`config.mk`:
```
export PLATFORM = sky130hd
export DESIGN_NAME = fetch_queue
export DESIGN_NICKNAME = d
export VERILOG_FILES = /design/src/rtl/agc_pkg.sv /design/src/rtl/sync_fifo.sv /design/src/rtl/fetch_queue.sv
export SDC_FILE = /design/constraint.sdc
export NUM_CORES = 1
export LEC_CHECK = 0
export ABC_AREA = 0
export CAP_MARGIN = 20
export CELL_PAD_IN_SITES_DETAIL_PLACEMENT = 2
export CELL_PAD_IN_SITES_GLOBAL_PLACEMENT = 2
export CORE_MARGIN = 2
export CORE_UTILIZATION = 36
export DETAILED_ROUTE_END_ITERATION = 8
export HOLD_SLACK_MARGIN = 0.08
export PLACE_DENSITY_LB_ADDON = 0.1
export SLEW_MARGIN = 25
export SYNTH_ARGS = -nofsm -noshare
export SYNTH_HDL_FRONTEND = slang
export SYNTH_SLANG_ARGS = --single-unit
export TNS_END_PERCENT = 5
```
`constraint.sdc`:
```
create_clock -name clock -period 2.7 [get_ports clock]
set_input_delay 0.81 -clock clock [delete_from_list [all_inputs] [get_ports clock]]
set_output_delay 0.81 -clock clock [all_outputs]
set_load 0.05 [all_outputs]
```
`src/rtl/agc_pkg.sv`:
```
// agc_pkg -- shared definitions for the AGC pipelined core front end.
//
// Contents:
//   AGC_WIDTH / AGC_ADDR_W  default instruction word and address widths
//   RESET_PC                PC value loaded by reset ('o4000)
//   fetch_entry_t           one prefetched instruction together with its address
package agc_pkg;

  localparam int AGC_WIDTH  = 15;
  localparam int AGC_ADDR_W = 15;

  localparam logic [AGC_ADDR_W-1:0] RESET_PC = 15'o4000;

  typedef struct packed {
    logic [AGC_ADDR_W-1:0] pc;
    logic [AGC_WIDTH-1:0]  instr;
  } fetch_entry_t;

endpackage

```
`src/rtl/sync_fifo.sv`:
```
// sync_fifo -- DEPTH-entry synchronous FIFO with an explicit occupancy count.
//
// The count is stored, so full and empty are never confused even though
// the read and write pointers are equal in both cases.
//
// Ports:
//   clock      in   1       rising-edge clock
//   reset      in   1       synchronous, active-high; empties the FIFO
//   flush      in   1       synchronous empty request (same effect as reset)
//   push       in   1       write push_data this cycle
//   push_data  in   DW      data written on push
//   pop        in   1       advance the head this cycle
//   head_data  out  DW      current head entry (stale when empty)
//   not_empty  out  1       head_data holds a valid entry
//   count      out  CNT_W   entries currently held
module sync_fifo
  import agc_pkg::*;
#(
  parameter int DW    = 30,
  parameter int DEPTH = 4,
  localparam int PTR_W = $clog2(DEPTH),
  localparam int CNT_W = $clog2(DEPTH + 1)
) (
  input  logic             clock,
  input  logic             reset,
  input  logic             flush,
  input  logic             push,
  input  logic [DW-1:0]    push_data,
  input  logic             pop,
  output logic [DW-1:0]    head_data,
  output logic             not_empty,
  output logic [CNT_W-1:0] count
);

  logic [DW-1:0]    mem_r [DEPTH];
  logic [PTR_W-1:0] wr_ptr_r;
  logic [PTR_W-1:0] rd_ptr_r;
  logic [CNT_W-1:0] count_r;
  logic             do_push_s;
  logic             do_pop_s;

  // Qualify push/pop: never pop an empty FIFO, only push into a full one
  // when the head leaves in the same cycle.
  always_comb begin
    do_pop_s  = pop & (count_r != {CNT_W{1'b0}});
    do_push_s = push & ((count_r != CNT_W'(DEPTH)) | do_pop_s);
  end

  // Pointer and occupancy state; flush and reset both empty the FIFO.
  always_ff @(posedge clock) begin
    if (reset || flush) begin
      wr_ptr_r <= {PTR_W{1'b0}};
      rd_ptr_r <= {PTR_W{1'b0}};
      count_r  <= {CNT_W{1'b0}};
    end else begin
      if (do_push_s) begin
        wr_ptr_r <= wr_ptr_r + PTR_W'(1'b1);
      end
      if (do_pop_s) begin
        rd_ptr_r <= rd_ptr_r + PTR_W'(1'b1);
      end
      case ({do_push_s, do_pop_s})
        2'b10:   count_r <= count_r + CNT_W'(1'b1);
        2'b01:   count_r <= count_r - CNT_W'(1'b1);
        default: count_r <= count_r;
      endcase
    end
  end

  // Storage array; contents need no reset because validity lives in count_r.
  always_ff @(posedge clock) begin
    if (!reset && !flush && do_push_s) begin
      mem_r[wr_ptr_r] <= push_data;
    end
  end

  assign head_data = mem_r[rd_ptr_r];
  assign not_empty = (count_r != {CNT_W{1'b0}});
  assign count     = count_r;

endmodule

```
`src/rtl/fetch_queue.sv`:
```
// fetch_queue -- fetch front end of the AGC pipelined core.
//
// Owns the PC, issues pipelined ROM reads and buffers the returned words in
// a DEPTH-entry queue ahead of decode. A read is only issued while
// (queued + in flight) < DEPTH, so every returning word has a slot waiting.
//
// Optional feature (macro FETCH_BYPASS_EN): a word arriving while the queue
// is empty and decode is ready is presented directly on instr/instr_pc in
// its arrival cycle and never written to the queue.
//
// Ports:
//   clock          in   1        rising-edge clock
//   reset          in   1        synchronous, active-high
//   rom_req        out  1        ROM read issued this cycle
//   rom_address    out  ADDR_W   read address, valid with rom_req
//   rom_read_data  in   WIDTH    data for the read issued ROM_LAT cycles ago
//   redirect_en    in   1        taken branch: flush and refetch
//   redirect_pc    in   ADDR_W   branch target
//   instr_valid    out  1        queue head valid
//   instr          out  WIDTH    queue head instruction
//   instr_pc       out  ADDR_W   address of the queue head
//   instr_ready    in   1        decode accepts the head
//   count          out  CNT_W    entries currently held in the queue
module fetch_queue
  import agc_pkg::*;
#(
  parameter int                WIDTH    = 15,
  parameter int                ADDR_W   = 15,
  parameter int                DEPTH    = 4,
  parameter int                ROM_LAT  = 1,
  parameter logic [ADDR_W-1:0] RESET_PC = ADDR_W'(agc_pkg::RESET_PC)
) (
  input  logic                       clock,
  input  logic                       reset,
  output logic                       rom_req,
  output logic [ADDR_W-1:0]          rom_address,
  input  logic [WIDTH-1:0]           rom_read_data,
  input  logic                       redirect_en,
  input  logic [ADDR_W-1:0]          redirect_pc,
  output logic                       instr_valid,
  output logic [WIDTH-1:0]           instr,
  output logic [ADDR_W-1:0]          instr_pc,
  input  logic                       instr_ready,
  output logic [$clog2(DEPTH+1)-1:0] count
);

  localparam int CNT_W = $clog2(DEPTH + 1);
  localparam int INF_W = $clog2(ROM_LAT + 1);
  localparam int OCC_W = $clog2(DEPTH + ROM_LAT + 1);
  localparam int EW    = ADDR_W + WIDTH;

  typedef struct packed {
    logic [ADDR_W-1:0] pc;
    logic [WIDTH-1:0]  instr;
  } entry_t;

  logic [ADDR_W-1:0]  pc_r;
  logic [ROM_LAT-1:0] pipe_vld_r;
  logic [ADDR_W-1:0]  pipe_pc_r [ROM_LAT];

  logic               issue_s;
  logic               arrive_s;
  logic               bypass_s;
  logic               push_s;
  logic               pop_s;
  logic               fifo_valid_s;
  logic [CNT_W-1:0]   fifo_count_s;
  logic [INF_W-1:0]   inflight_s;
  logic [OCC_W-1:0]   occupancy_s;
  entry_t             push_entry_s;
  entry_t             head_entry_s;

  // Count reads still travelling through the ROM pipe.
  always_comb begin
    inflight_s = {INF_W{1'b0}};
    for (int i = 0; i < ROM_LAT; i++) begin
      inflight_s = inflight_s + INF_W'(pipe_vld_r[i]);
    end
  end

  // Credit check, arrival, bypass and queue handshake decisions.
  always_comb begin
    occupancy_s = OCC_W'(fifo_count_s) + OCC_W'(inflight_s);
    issue_s     = !reset && !redirect_en && (occupancy_s < OCC_W'(DEPTH));
    arrive_s    = pipe_vld_r[ROM_LAT-1] && !reset && !redirect_en;
`ifdef FETCH_BYPASS_EN
    bypass_s    = arrive_s && !fifo_valid_s && instr_ready;
`else
    bypass_s    = 1'b0;
`endif
    push_s      = arrive_s && !bypass_s;
    pop_s       = fifo_valid_s && instr_ready && !redirect_en && !reset;
    push_entry_s.pc    = pipe_pc_r[ROM_LAT-1];
    push_entry_s.instr = rom_read_data;
  end

  // PC and in-flight valid bits; redirect drops every outstanding read.
  always_ff @(posedge clock) begin
    if (reset) begin
      pc_r       <= RESET_PC;
      pipe_vld_r <= {ROM_LAT{1'b0}};
    end else if (redirect_en) begin
      pc_r       <= redirect_pc;
      pipe_vld_r <= {ROM_LAT{1'b0}};
    end else begin
      if (issue_s) begin
        pc_r <= pc_r + ADDR_W'(1'b1);
      end
      pipe_vld_r[0] <= issue_s;
      for (int i = 1; i < ROM_LAT; i++) begin
        pipe_vld_r[i] <= pipe_vld_r[i-1];
      end
    end
  end

  // Address tags travelling alongside the valid bits; meaningful only when valid.
  always_ff @(posedge clock) begin
    pipe_pc_r[0] <= pc_r;
    for (int i = 1; i < ROM_LAT; i++) begin
      pipe_pc_r[i] <= pipe_pc_r[i-1];
    end
  end

  sync_fifo #(
    .DW    (EW),
    .DEPTH (DEPTH)
  ) u_fifo (
    .clock     (clock),
    .reset     (reset),
    .flush     (redirect_en),
    .push      (push_s),
    .push_data (push_entry_s),
    .pop       (pop_s),
    .head_data (head_entry_s),
    .not_empty (fifo_valid_s),
    .count     (fifo_count_s)
  );

  // Output selection; valid and count read as zero throughout a reset cycle.
  always_comb begin
    rom_req     = issue_s;
    rom_address = pc_r;
    if (bypass_s) begin
      instr_valid = 1'b1;
      instr       = rom_read_data;
      instr_pc    = pipe_pc_r[ROM_LAT-1];
    end else begin
      instr_valid = fifo_valid_s && !reset;
      instr       = head_entry_s.instr;
      instr_pc    = head_entry_s.pc;
    end
    if (reset) begin
      count = {CNT_W{1'b0}};
    end else begin
      count = fifo_count_s;
    end
  end

endmodule

```
==> flow_summary_export.csv, run 1 <==
group,metric,value,unit
timing,slew_violations,0,
cts,clockBufferDepth,2,
cts,htreeDepth,4,
power_and_ir_drop,power.density,678,nW/um^2
run_status,status,"finished clean",
place,place_hpwl,9670,um
power_and_ir_drop,p_switching,1140,uW
die,core,16400,um^2
cells_and_area,syn2layout_area_growth,35.8,%
cts,cts_tree,"yes",
timing,final_hold_viol_count,0,
critical_path,crit_type,"in2out",
cells_and_area,layout-drive-gt1-share,29.4,%
synthesis,ys.flop_type,"edfxtp_1",
synthesis,synth_cells,335,
timing,whs,0.412,ns
synthesis,yosysSeqAreaShare,73.4,%
global_route,antenna_found_initial,0,
critical_path,cp_max_fo,6,
cells_and_area,num-nets-final,494,
route,route.vias.total,3466,
synthesis,syn-cell-area,6000,um^2
cells_and_area,num_antenna_cells,0,
cts,cts.sinks,160,
place,placed_cells,653,
die,start_util,36.6,%
route,drc_errors,0,
cts,worstSkewPairLatency,0.42,ns
die,placementRows,47,
synthesis,async_flop_share,0,%
timing,period_minus_slack,2.63,ns
power_and_ir_drop,p_sw_share,20.6,%
synthesis,synth_area_leaders,"edfxtp_1 (60%), dfxtp_1 (13%), mux4_2 (11%)",
route,drt_iter0_drc,125,
route,drt_wl_total,14300,um
timing,setup_viol,0,
cts,path_clk_slew,0.06,ns
route,wire_per_inst,20.9,um
synthesis,yosys.area.top_type,"edfxtp_1",
route,viasPerCell,5.05,
place,dp_slack,-0.530,ns
synthesis,syn_nets,376,
die,die_area,17700,um^2
place,portBuffers,83,
synthesis,ys_warn_count,0,
place,place.gp.congestion,0.735,
global_route,grt-ovfl-total,0,
cells_and_area,final_cell_count_no_fill,686,
die,ios,84,
timing,rsz0062_at_grt,"yes",
synthesis,ys_ff_latch,160,
global_route,grt_pass1_wl,22700,um
synthesis,synth_edf_count,120,
synthesis,yosys.area.top_type_share,60.1,%
global_route,grt_max_degree,31,
critical_path,crit_required,1.89,ns
power_and_ir_drop,ir_drop,0.463,mV
cts,numCtsBuffers,17,
route,drtPass1Iterations,4,
power_and_ir_drop,p_clk_share,44.8,%
timing,period_share,97.4,%
min_path,min_path_type,"reg2reg",
global_route,grt_pass1_vias,3980,
power_and_ir_drop,internal_power,4390,uW
route,antenna_left,0,
timing,fmax,380,MHz
timing,worst_pin_slew,0.525,ns
flow_run,maxCapViolCount,0,
die,die_width,133,um
global_route,grt_use_total,17.4,%
cts,postCtsHoldBufs,0,
critical_path,start_kind,"input port",
timing,max_slew_margin,64.9,%
critical_path,cp.arrival,1.82,ns
power_and_ir_drop,power.leakage,0.00275,uW
synthesis,avgSynthCellArea,17.9,um^2
synthesis,ys_types,35,
power_and_ir_drop,pwr-share-comb,5.7,%
timing,fin_skew,0.00526,ns
die,die_height,133,um
cells_and_area,utilization,49.7,%
cts,cts_root_buffer,"clkbuf_16",
power_and_ir_drop,seq_power_share,49.5,%
timing,worst_slack,0.0715,ns
critical_path,crit_path_end_kind,"output pin",
## critical path, stage by stage
cell	delay [ns]
clkdlybuf4s50_1	0.45
buf_6	0.15
inv_1	0.08
nand2_2	0.07
nor2_4	0.11
buf_12	0.14
## Yosys cell counts, types with 2 or more instances
cell type / instances
and4_1: 2
nand3_1: 7
inv_1: 10
and3_1: 5
mux4_2: 30
or4_1: 9
nand2_1: 7
a21oi_1: 2
xor2_1: 4
xnor2_1: 3
buf_2: 3
or3_1: 6
ha_1: 6
o31ai_1: 9
nor2_1: 23
a311oi_1: 10
and2_1: 5
nand4_1: 5
o21ai_0: 6
a211oi_1: 2
clkbuf_1: 9
dfxtp_1: 40
edfxtp_1: 120
## power groups by stage
stage,sequential [uW],combinational (uW),clock [uW]
final,2740,316,2480
after global routing,2740,336,2620
after CTS,2740,318,2540
after detailed placement,2790,313,0
after global placement,2780,305,0
after floorplan,2830,91.0,0
## layout make-up
cell class | instances | area, um^2
fill | 1511 | 8260
multi-input combinational | 151 | 1520
clock inverter | 12 | 164
tap | 220 | 275
timing repair buffer | 113 | 1290
clock buffer | 20 | 447
inverter | 10 | 37.5
sequential | 160 | 4410
## routing by layer
layer	track usage [%]	vias up	share of wire (%)	wire length, um
li1	-	1583	-	-
met5	0	-	0	0
met4	6.27	0	1.5	211
met1	21.7	1787	44	6250
met2	29.5	79	51	7300
met3	4.29	17	3.9	560
## stage by stage
stage | cell area, um^2 | TNS, ns | total power [uW]
global placement | 7480 | -0.807 | 3090
global route | 8150 | -0.00750 | 5700
CTS | 8120 | -0.0636 | 5600
finish | 8150 | 0 | 5530
floorplan | 6000 | -0.141 | 2920
detailed placement | 7480 | -3.45 | 3100
## cell families (layout without fill, tap and decap cells)
| family | Yosys count | in the layout | share of synthesized area (%) |
|---|---|---|---|
| DFF | 160 | 160 | 73.4 |
| and+or+nand+nor | 73 | 73 | 6.59 |
| AOI/OAI and AO/OA | 33 | 33 | 4.07 |
| muxes | 30 | 30 | 11.3 |
| buffers and inverters | 24 | 155 | 1.75 |
| xor gates and xnor gates | 8 | 8 | 1.29 |
| adders and majority gates | 7 | 7 | 1.59 |
## registers in the layout (all words and copies together) (netlist names), named ones only
register	cells
rom_address	15
u_fifo.mem_r	120
u_fifo.wr_ptr_r	2
pipe_vld_r	1
pipe_pc_r	15
u_fifo.count	3
u_fifo.rd_ptr_r	2
## placed cells by master, fill, tap and decap left out, types with 2 or more instances in the layout
cell and count:
a311oi_1 10, clkinv_1 2, edfxtp_1 120, o21ai_0 6
or4_1 9, bufinv_16 4, and2_2 4, buf_4 37
or3_1 6, xnor2_1 3, and4_1 2, and3_1 4
mux4_2 30, clkbuf_16 17, nand3_1 7, xor2_1 3
clkbuf_1 2, clkdlybuf4s50_1 46, nand4_1 5, buf_6 3
nor2_1 22, inv_1 10, nand2_1 6, a21oi_1 2
o31ai_1 9, dfxtp_1 38, a211oi_1 2, ha_1 5
buf_12 25, clkinv_2 4
## what timing repair did
action | 4_1_cts | 5_1_grt
pin swaps | 2 | 4
buffers inserted | 1 | 0
endpoints found under the setup margin | 13 | 28
resized for setup | 8 | 7
## final timing paths
check	from	slack [ns]	cells after the start	to
max	redirect_en	0.07	6	rom_req
min	rom_address[14]	0.41	0	pipe_pc_r[0][14]
max reg2reg	u_fifo.count[1]	0.32	9	u_fifo.count[2]
min reg2reg	rom_address[14]	0.41	0	pipe_pc_r[0][14]
Note: power is estimated with default switching activity, not from simulation.
==> run 2: changes to the inputs <==
- CORE_ASPECT_RATIO: default -> 1.2
==> flow_summary_export.csv, run 2 (synthesized netlist as in run 1, its figures left out) <==
group,metric,value,unit
run_status,status,"finished clean",
cells_and_area,final_common_cell,"edfxtp_1",
global_route,grt_max_degree,31,
min_path,hold_end,"pipe_pc_r[0][12]",
timing,max_slew_margin,65.4,%
route,drc_errors,0,
global_route,antenna_found_initial,0,
place,place.gp.congestion,0.715,
die,core,16300,um^2
critical_path,path_cells,"clkdlybuf4s50_1 -> buf_4 -> inv_1 -> nand2_1 -> nor2_4 -> buf_12",
critical_path,start_kind,"input port",
cts,cts.sinks,160,
die,die_height,145,um
global_route,grt_pass1_vias,3809,
critical_path,crit_path_end_kind,"output pin",
global_route,grt_use_total,17.0,%
cells_and_area,layout-drive-gt1-share,30.2,%
cells_and_area,final_cell_count_no_fill,676,
critical_path,crit_type,"in2out",
die,die_area,17700,um^2
min_path,min_path_type,"reg2reg",
timing,fmax,372,MHz
route,viasPerCell,5.07,
min_path,hp-start,"rom_address[12]",
place,dp_slack,-0.547,ns
cts,postCtsHoldBufs,0,
timing,finalSetupTns,0,ns
power_and_ir_drop,power,5420,uW
cts,worstSkewPairLatency,0.42,ns
critical_path,cp.arrival,1.87,ns
route,drtPass1Iterations,4,
cts,clockBufferDepth,2,
timing,final_hold_viol_count,0,
timing,setup_viol,0,
critical_path,critical_path_buf_inv_count,4,
place,dpl_cell_area,7430,um^2
critical_path,reg2reg_depth,9,
critical_path,crit_path_top_delay_cell,"clkdlybuf4s50_1",
place,portBuffers,83,
timing,worst_pin_slew,0.517,ns
cells_and_area,largest_register_ffs,120,
cells_and_area,top_register,"u_fifo.mem_r",
timing,period_share,99.4,%
power_and_ir_drop,ir_drop,0.415,mV
critical_path,crit_required,1.89,ns
critical_path,cp_max_fo,6,
power_and_ir_drop,power.leakage,0.00273,uW
min_path,whs_path_depth,0,
die,placementRows,51,
global_route,grt-ovfl-total,0,
cts,htreeDepth,4,
cts,cts_tree,"yes",
critical_path,r2r_setup_slack,0.20,ns
route,drt_iter0_drc,270,
flow_run,maxCapViolCount,0,
timing,period_minus_slack,2.68,ns
cells_and_area,num_antenna_cells,0,
timing,worst_slack,0.0150,ns
power_and_ir_drop,power.density,670,nW/um^2
critical_path,slowest_delay,0.43,ns
route,antenna_left,0,
die,ios,84,
timing,rsz0062_at_grt,"yes",
route,drt_wl_total,13900,um
die,start_util,36.9,%
timing,slew_violations,0,
place,place_hpwl,9170,um
global_route,grt_pass1_wl,22300,um
cts,numCtsBuffers,17,
place,placed_cells,642,
critical_path,regToRegEndpoint,"u_fifo.count[2]",
timing,fin_skew,0.00920,ns
cells_and_area,num-nets-final,492,
critical_path,crit_family,"buffers and inverters",
cells_and_area,syn2layout_area_growth,35.0,%
route,wire_per_inst,20.6,um
cts,cts_root_buffer,"clkbuf_16",
die,die_width,122,um
cts,path_clk_slew,0.06,ns
route,route.vias.total,3427,
cells_and_area,final_cell_mix,"edfxtp_1 (120), clkdlybuf4s50_1 (45), buf_4 (39)",
critical_path,r2r_start,"u_fifo.count[0]",
cells_and_area,final_area,8100,um^2
## run 2: cell count changes in the layout (fill, tap and decap cells not counted), sizes merged
cell / previous run / this run
clkinv: 6 / 5
buf: 65 / 63
dlymetal6s2s: 1 / 2
bufinv: 4 / 2
clkinvlp: 1 / 4
clkdlybuf4s50: 46 / 45
## run 2: power breakdown
| part | internal, uW | switching, uW |
|---|---|---|
| registers | 2690 | 47.5 |
| clock network | 1440 | 946 |
| logic | 132 | 173 |
| total | 4260 | 1170 |
## run 2: cell type report
cell class | instances | area, um^2
repair buffers | 111 | 1250
multi-input cells | 151 | 1530
well taps | 212 | 265
clock inverters | 12 | 134
clock buffers | 20 | 467
fillers | 1501 | 8180
inverters | 10 | 37.5
flip-flops and latches | 160 | 4410
## run 2: layer usage
layer	routed length [um]	vias up	GRT usage, %	share of wire (%)
met3	597	13	4.66	4.3
li1	-	1580	-	-
met1	6000	1742	22.1	43
met4	140	0	5.00	1.0
met5	0	-	0	0
met2	7180	92	28.0	52
## run 2: repair_timing
item                                    CTS  global route
resized for setup                         6             8
setup buffers                             2             0
pin swaps                                 2             5
endpoints found under the setup margin   27             3
## run 2: worst max path at each step
stage	end	depth (start not counted)	slack, ns	from
2_1_floorplan	u_fifo.count[2]	10	-0.14	instr_ready
3_3_place_gp	u_fifo.count[2]	10	-0.44	instr_ready
3_5_place_dp	u_fifo.count[2]	10	-0.55	instr_ready
4_1_cts	u_fifo.count[2]	10	-0.02	instr_ready
5_1_grt	rom_req	6	-0.06	redirect_en
6_report	rom_req	6	0.02	redirect_en
## run 2: per-stage QoR
step	util, %	hold slack [ns]
6_report	49.8	0.431
2_1_floorplan	-	0.438
4_1_cts	49.6	0.431
3_3_place_gp	45.7	0.407
5_1_grt	49.8	0.441
3_5_place_dp	45.7	0.415
## run 2: worst register-to-register path: cells and delay by family, from the launching register on
kind                       cells  cell delay [ns]
and+or+nand+nor                3             1.09
adders and majority gates      2             0.54
DFF                            1             0.36
xor gates and xnor gates       1             0.17
AOI/OAI and AO/OA              1             0.15
buffers and inverters          2             0.10
==> variant 1, RTL diff (settings of run 2) <==
Change the parameter `ROM_LAT` from 1 to 2.
--- a/src/rtl/fetch_queue.sv
+++ b/src/rtl/fetch_queue.sv
@@ -27,7 +27,7 @@
   parameter int                WIDTH    = 15,
   parameter int                ADDR_W   = 15,
   parameter int                DEPTH    = 4,
-  parameter int                ROM_LAT  = 1,
+  parameter int                ROM_LAT  = 2,
   parameter logic [ADDR_W-1:0] RESET_PC = ADDR_W'(agc_pkg::RESET_PC)
 ) (
   input  logic                       clock,
Formal check against the unedited RTL: not equivalent (a bounded check fails within 4 cycles, from zero or initial values and one cycle with reset high).
==> variant 1 against run 2 <==
Setup slack gained 7.2 ps. Global-route usage shrank 0.86 points. Combinational power shrank 9.8%. Register-to-register slack gained 220 ps. Synthesized cell count grew 10%. Area after synthesis grew 7.0%. Critical path type unchanged. Power grew 6.6%. Wire length grew 5.1%. Sequential share of layout area grew 1.5 points. Final area grew 4.3%. Cell count grew 5.8%. Sequential cell count grew 16.
==> variant 1: results (changes against run 2) <==
* Leakage at 2.853 nW (+4.4%)
* Synthesized area per cell at 17.35 µm² (-3.1%)
* HPWL Detailed at 9542 µm (+4.1%)
* Clock Latency Late Sink at 430 ps
* Initial antenna violation count at 0 (unchanged)
* Hold crit path type: register to register
* Worst Tran Pin Value at 516.2 ps (-0.5351 ps)
* Asr flop ratio synth at 0% (unchanged)
* Synth Area in Compound Gates at 4.854% (+0.79 points)
* Share of cells above drive strength 1 at 27.68% (-2.5 points)
* H-Tree Depth at 4 (unchanged)
* Global Route Usage Sum at 16.18% (-0.86 points)
* Synth top area cells: edfxtp_1 (56%), dfxtp_1 (17%), mux4_2 (11%), nor2_1 (1.5%), a311oi_1 (1.2%)
* Num CTS Buffers at 17 (unchanged)
* Min Hold Slack at 328.2 ps (-102.9 ps)
* Setup crit end: rom_req
* Reg clk slew, reported paths at 60 ps (about the same)
* Routed Wire Length at 14620 µm (+5.1%)
* Top_reg_cell synth: edfxtp_1
* Vias in the first global route at 4070 (+6.9%)
* Reg2reg setup slack at 420 ps (+220 ps)
* Non-filler cells, final at 715 (+5.8%)
* Status: complete, no violations
* Filler instances at 1641 (+9.3%)
* Pin count of the biggest net entering global routing at 31 (unchanged)
* Input/output buffers at 83 (unchanged)
* XOR/XNOR Fraction of Synth Area at 1.092% (-0.20 points)
* Critical Path AT at 1870 ps (about the same)
* CP Max Fanout at 2 (-4)
* Syn nets at 411 (+9.3%)
* Largest Register: u_fifo.mem_r
* Clock Tree Buf Depth at 2 (unchanged)
* Number of flip-flops in the largest register at 120 (unchanged)
* Post-synth EDFFs at 120 (unchanged)
* Top cells by count, synth: edfxtp_1 (120), dfxtp_1 (56), mux4_2 (30)
* Clock Skew at 12.19 ps (+2.991 ps)
* Ant diodes at 0 (unchanged)
* R2r startpoint: u_fifo.count[1]$_SDFFE_PP0P_
* Reg2reg path depth at 7 (-2)
* Yosys warnings at 0 (unchanged)
* Worst R2R End: u_fifo.count[2]$_SDFFE_PP0P_
* DRT iter0 DRCs at 155 (-43%)
* Clock Tree Root: clkbuf_16
* Adder-cell share of the synthesized area at 1.481% (-0.10 points)
* Post-synthesis mux area share at 10.68% (-0.58 points)
* Psw at 1.188 mW (+1.8%)
* Drt first pass iters at 4 (unchanged)
* RD Place Congestion at 0.6925 (-3.2%)
* Vias at 3613 (+5.4%)
* Worst vdd ir at 479.7 µV (+16%)
* Placed cells at 681 (+6.1%)
* Fin nets at 523 (+6.3%)
* Yosys cell types at 47 (+34%)
* Critical Path Source: redirect_en
* Post-synthesis sequential area ratio at 73.61% (+0.17 points)
* First-pass GRT wire length at 23030 µm (+3.3%)
## variant 1: cell count changes after synthesis, sizes merged, moves of 4 or more
cell   delta
dfxtp    +16
o31a      +4
o31ai     -4
or4       -5
nand4     -4
nor4      +4
## variant 1: worst max-delay path, cell delays in order
cell	delay (ps)
clkdlybuf4s50_1	420
or2_4	270
buf_12	130
nor2_4	90
buf_12	140
## variant 1: metal layers
| metal | vias up | wire length (µm) | global-route usage [%] |
|---|---|---|---|
| li1 | 1673 | - | - |
| met1 | 1842 | 6406 | 19.91 |
| met2 | 80 | 7481 | 27.72 |
| met3 | 18 | 493 | 3.625 |
| met4 | 0 | 240 | 6.648 |
| met5 | - | 0 | 0 |
## variant 1: cell type report
cell class,instances,share of cell area (%)
Timing Repair Buffer,111,14.04
Clock inverter,12,1.970
Tap cell,220,3.259
Multi-Input combinational cell,163,18.96
Sequential cell,176,56.01
Inverter,13,0.5778
Clock buffer,20,5.170
## variant 1: worst min-delay path by stage
stage,startpoint,endpoint,cells after the start
2_1_floorplan,pipe_pc_r[0][0]$_DFF_P_,pipe_pc_r[0][15]$_DFF_P_,0
3_3_place_gp,pipe_pc_r[0][14]$_DFF_P_,pipe_pc_r[0][29]$_DFF_P_,0
3_5_place_dp,pipe_pc_r[0][4]$_DFF_P_,pipe_pc_r[0][19]$_DFF_P_,0
4_1_cts,pipe_pc_r[0][0]$_DFF_P_,pipe_pc_r[0][15]$_DFF_P_,0
5_1_grt,pipe_pc_r[0][11]$_DFF_P_,pipe_pc_r[0][26]$_DFF_P_,0
6_report,pipe_pc_r[0][4]$_DFF_P_,pipe_pc_r[0][19]$_DFF_P_,0
## variant 1: kinds of logic after synthesis
logic type      after synthesis
compound gates               40
buf+inv                      31
simple gates                 77
mux                          31
xor+xnor                      8
flops                       176
fa+ha+maj                     7
## variant 1: timing repair
| item | CTS | global route |
|---|---|---|
| resized for setup | 9 | 6 |
| cloned | 0 | 1 |
| pin swaps | 2 | 2 |
| endpoints found under the setup margin | 3 | 16 |
| hold buffers | 0 | 0 |
| buffers inserted | 1 | 0 |
## variant 1: power by group through the flow
stage,logic [mW],registers [mW],clock network (mW)
3_3_place_gp,0.264,3.04,0
4_1_cts,0.278,2.99,2.59
6_report,0.275,2.98,2.52
2_1_floorplan,0.0783,3.08,0
5_1_grt,0.293,2.99,2.68
3_5_place_dp,0.271,3.04,0
## variant 1: metrics by stage
step / TNS [ps] / total power [mW] / area, µm² / setup slack [ps]
floorplan: -3833 / 3.157 / 6422 / -42.59
global placement: -23900 / 3.302 / 7757 / -453.2
detailed placement: -30550 / 3.314 / 7757 / -519.7
CTS: 0 / 5.851 / 8394 / 0.6819
global route: -14.87 / 5.968 / 8446 / -14.87
finish: 0 / 5.782 / 8446 / 22.19
==> variant 2, RTL diff (flow settings as in run 2) <==
Without the edit above. Register the output `count`, without a reset; this adds one clock of latency there. The other outputs are not delayed to match. Comments in the files are not updated.
--- a/src/rtl/fetch_queue.sv
+++ b/src/rtl/fetch_queue.sv
@@ -53,6 +53,8 @@
     logic [ADDR_W-1:0] pc;
     logic [WIDTH-1:0]  instr;
   } entry_t;
+
+  logic [$clog2(DEPTH+1)-1:0] count_d;
 
   logic [ADDR_W-1:0]  pc_r;
   logic [ROM_LAT-1:0] pipe_vld_r;
@@ -150,10 +152,14 @@
       instr_pc    = head_entry_s.pc;
     end
     if (reset) begin
-      count = {CNT_W{1'b0}};
+      count_d = {CNT_W{1'b0}};
     end else begin
-      count = fifo_count_s;
+      count_d = fifo_count_s;
     end
+  end
+
+  always_ff @(posedge clock) begin
+    count <= count_d;
   end
 
 endmodule
Function: changed (Yosys sat finds a counterexample within 4 cycles, from zero or initial values and one cycle with reset high).
==> variant 2 against run 2 <==
Wire length rose by 4.9%. Clock skew shrank 0.54 ps. Area after synthesis is 2.2% higher. First-iteration DRC count is 3.3% lower. Final area is 1.8% higher. Worst hold slack got worse by 13 ps. Via count up 2.0%. Sequential cell count increased by 3. Setup slack improved by 66 ps. Synthesized cell count up 2.4%. Power up 2.8%. Cell count grew 1.8%. Largest cell class unchanged. Critical path depth down 5.
==> variant 2: results (changes against run 2) <==
* Status: complete, no violations
* Clock Skew at 8.663 ps (-0.5395 ps)
* Share of cells above drive strength 1 at 31.14% (+0.97 points)
* Global Route Usage Sum at 17.30% (+0.25 points)
* DRT iter0 DRCs at 261 (-3.3%)
* Placed cells at 654 (+1.9%)
* Syn nets at 384 (+2.1%)
* Critical Path AT at 1810 ps (-60 ps)
* Reg area at 4467 µm² (+1.3%)
* RD Place Congestion at 0.7900 (+10%)
* DR WL/cell at 21.21 µm (+3.0%)
* Avg Vias per Cell at 5.080 (+0.21%)
* Well Taps at 216 (+1.9%)
* Clock Tree Root: clkbuf_16
* Pre-CTS setup slack at -511.2 ps (+35.83 ps)
* Hold wc startpoint: rom_address[14]$_SDFFE_PP0P_
* First-pass GRT wire length at 23140 µm (+3.8%)
* DP Area at 7542 µm² (+1.5%)
* Delay of the slowest critical-path stage at 900 ps (+470 ps)
* Filler instances at 1578 (+5.1%)
* Fin nets at 500 (+1.6%)
* Yosys cell types at 44 (+26%)
* Top cells by count, synth: edfxtp_1 (120), dfxtp_1 (43), mux4_2 (30)
* Vias at 3495 (+2.0%)
* Synth top area cells: edfxtp_1 (59%), dfxtp_1 (14%), mux4_2 (11%), nor2_1 (1.4%), ha_1 (1.2%)
* Leakage at 2.778 nW (+1.6%)
* Worst vdd ir at 405.0 µV (-2.3%)
* Logic inverters at 9 (-1)
* Signal buf overhead at 15.12% (-0.36 points)
* Reg2reg setup slack at 300 ps (+100 ps)
* HPWL Detailed at 10030 µm (+9.4%)
* Mapped Cells at 343 (+2.4%)
* Seq area share at 54.18% (-0.29 points)
* Clock buf/inv share at 7.528% (+0.11 points)
* Multi-input gate share of total cell area at 19.49% (+0.58 points)
* CTS Sinks at 163 (+1.9%)
* Post-synthesis sequential area ratio at 72.86% (-0.58 points)
* Min Hold Slack at 418.5 ps (-12.54 ps)
==> variant 2: cell count changes after synthesis, sizes merged, moves of 3 or more <==
cell / delta
a311oi: -5
a31oi: +3
buf: +4
clkbuf: -3
dfxtp: +3
nand2: +5
o311ai: +7
o31ai: -6
or4: -7
==> variant 2: how the worst max path moves through the flow <==
stage          slack [ps]                           end  cells after the start                   startpoint
3_3_place_gp         -410  u_fifo.count[2]$_SDFFE_PP0P_                     10                  instr_ready
2_1_floorplan         -90  u_fifo.count[2]$_SDFFE_PP0P_                     10                  instr_ready
3_5_place_dp         -510  u_fifo.count[2]$_SDFFE_PP0P_                     10                  instr_ready
6_report               80                rom_address[2]                      1  rom_address[2]$_SDFFE_PP0P_
4_1_cts               -30  u_fifo.count[2]$_SDFFE_PP0P_                     10                  instr_ready
5_1_grt                -4                  instr_pc[13]                      3                     register
==> variant 2: cell families after synthesis <==
kind of cell | count (synthesis) | synth area share (%)
buffers and inverters | 24 | 1.919
xor gates and xnor gates | 8 | 1.389
DFF | 163 | 72.86
AOI/OAI and AO/OA | 33 | 4.431
and+or+nand+nor | 77 | 6.657
adders and majority gates | 7 | 1.552
muxes | 31 | 11.19
==> variant 2: repair_timing <==
action / in CTS / in global routing
pin swaps: 2 / 4
resized for setup: 6 / 11
cloned: 0 / 0
buffers inserted: 1 / 1
endpoints found under the setup margin: 3 / 4
==> variant 2: where the power goes <==
group	switching, mW	leakage (nW)	total (mW)	internal, mW
clock	0.962	0.300	2.50	1.53
sequential	0.0447	1.44	2.77	2.73
combinational	0.174	1.04	0.305	0.131
total	1.18	2.78	5.58	4.39
==> variant 2: per-layer routing <==
layer | GRT usage (%) | part of all wire, %
met5 | 0 | 0
met4 | 5.114 | 0.97
met3 | 3.921 | 3.8
met2 | 29.20 | 53
met1 | 22.21 | 43
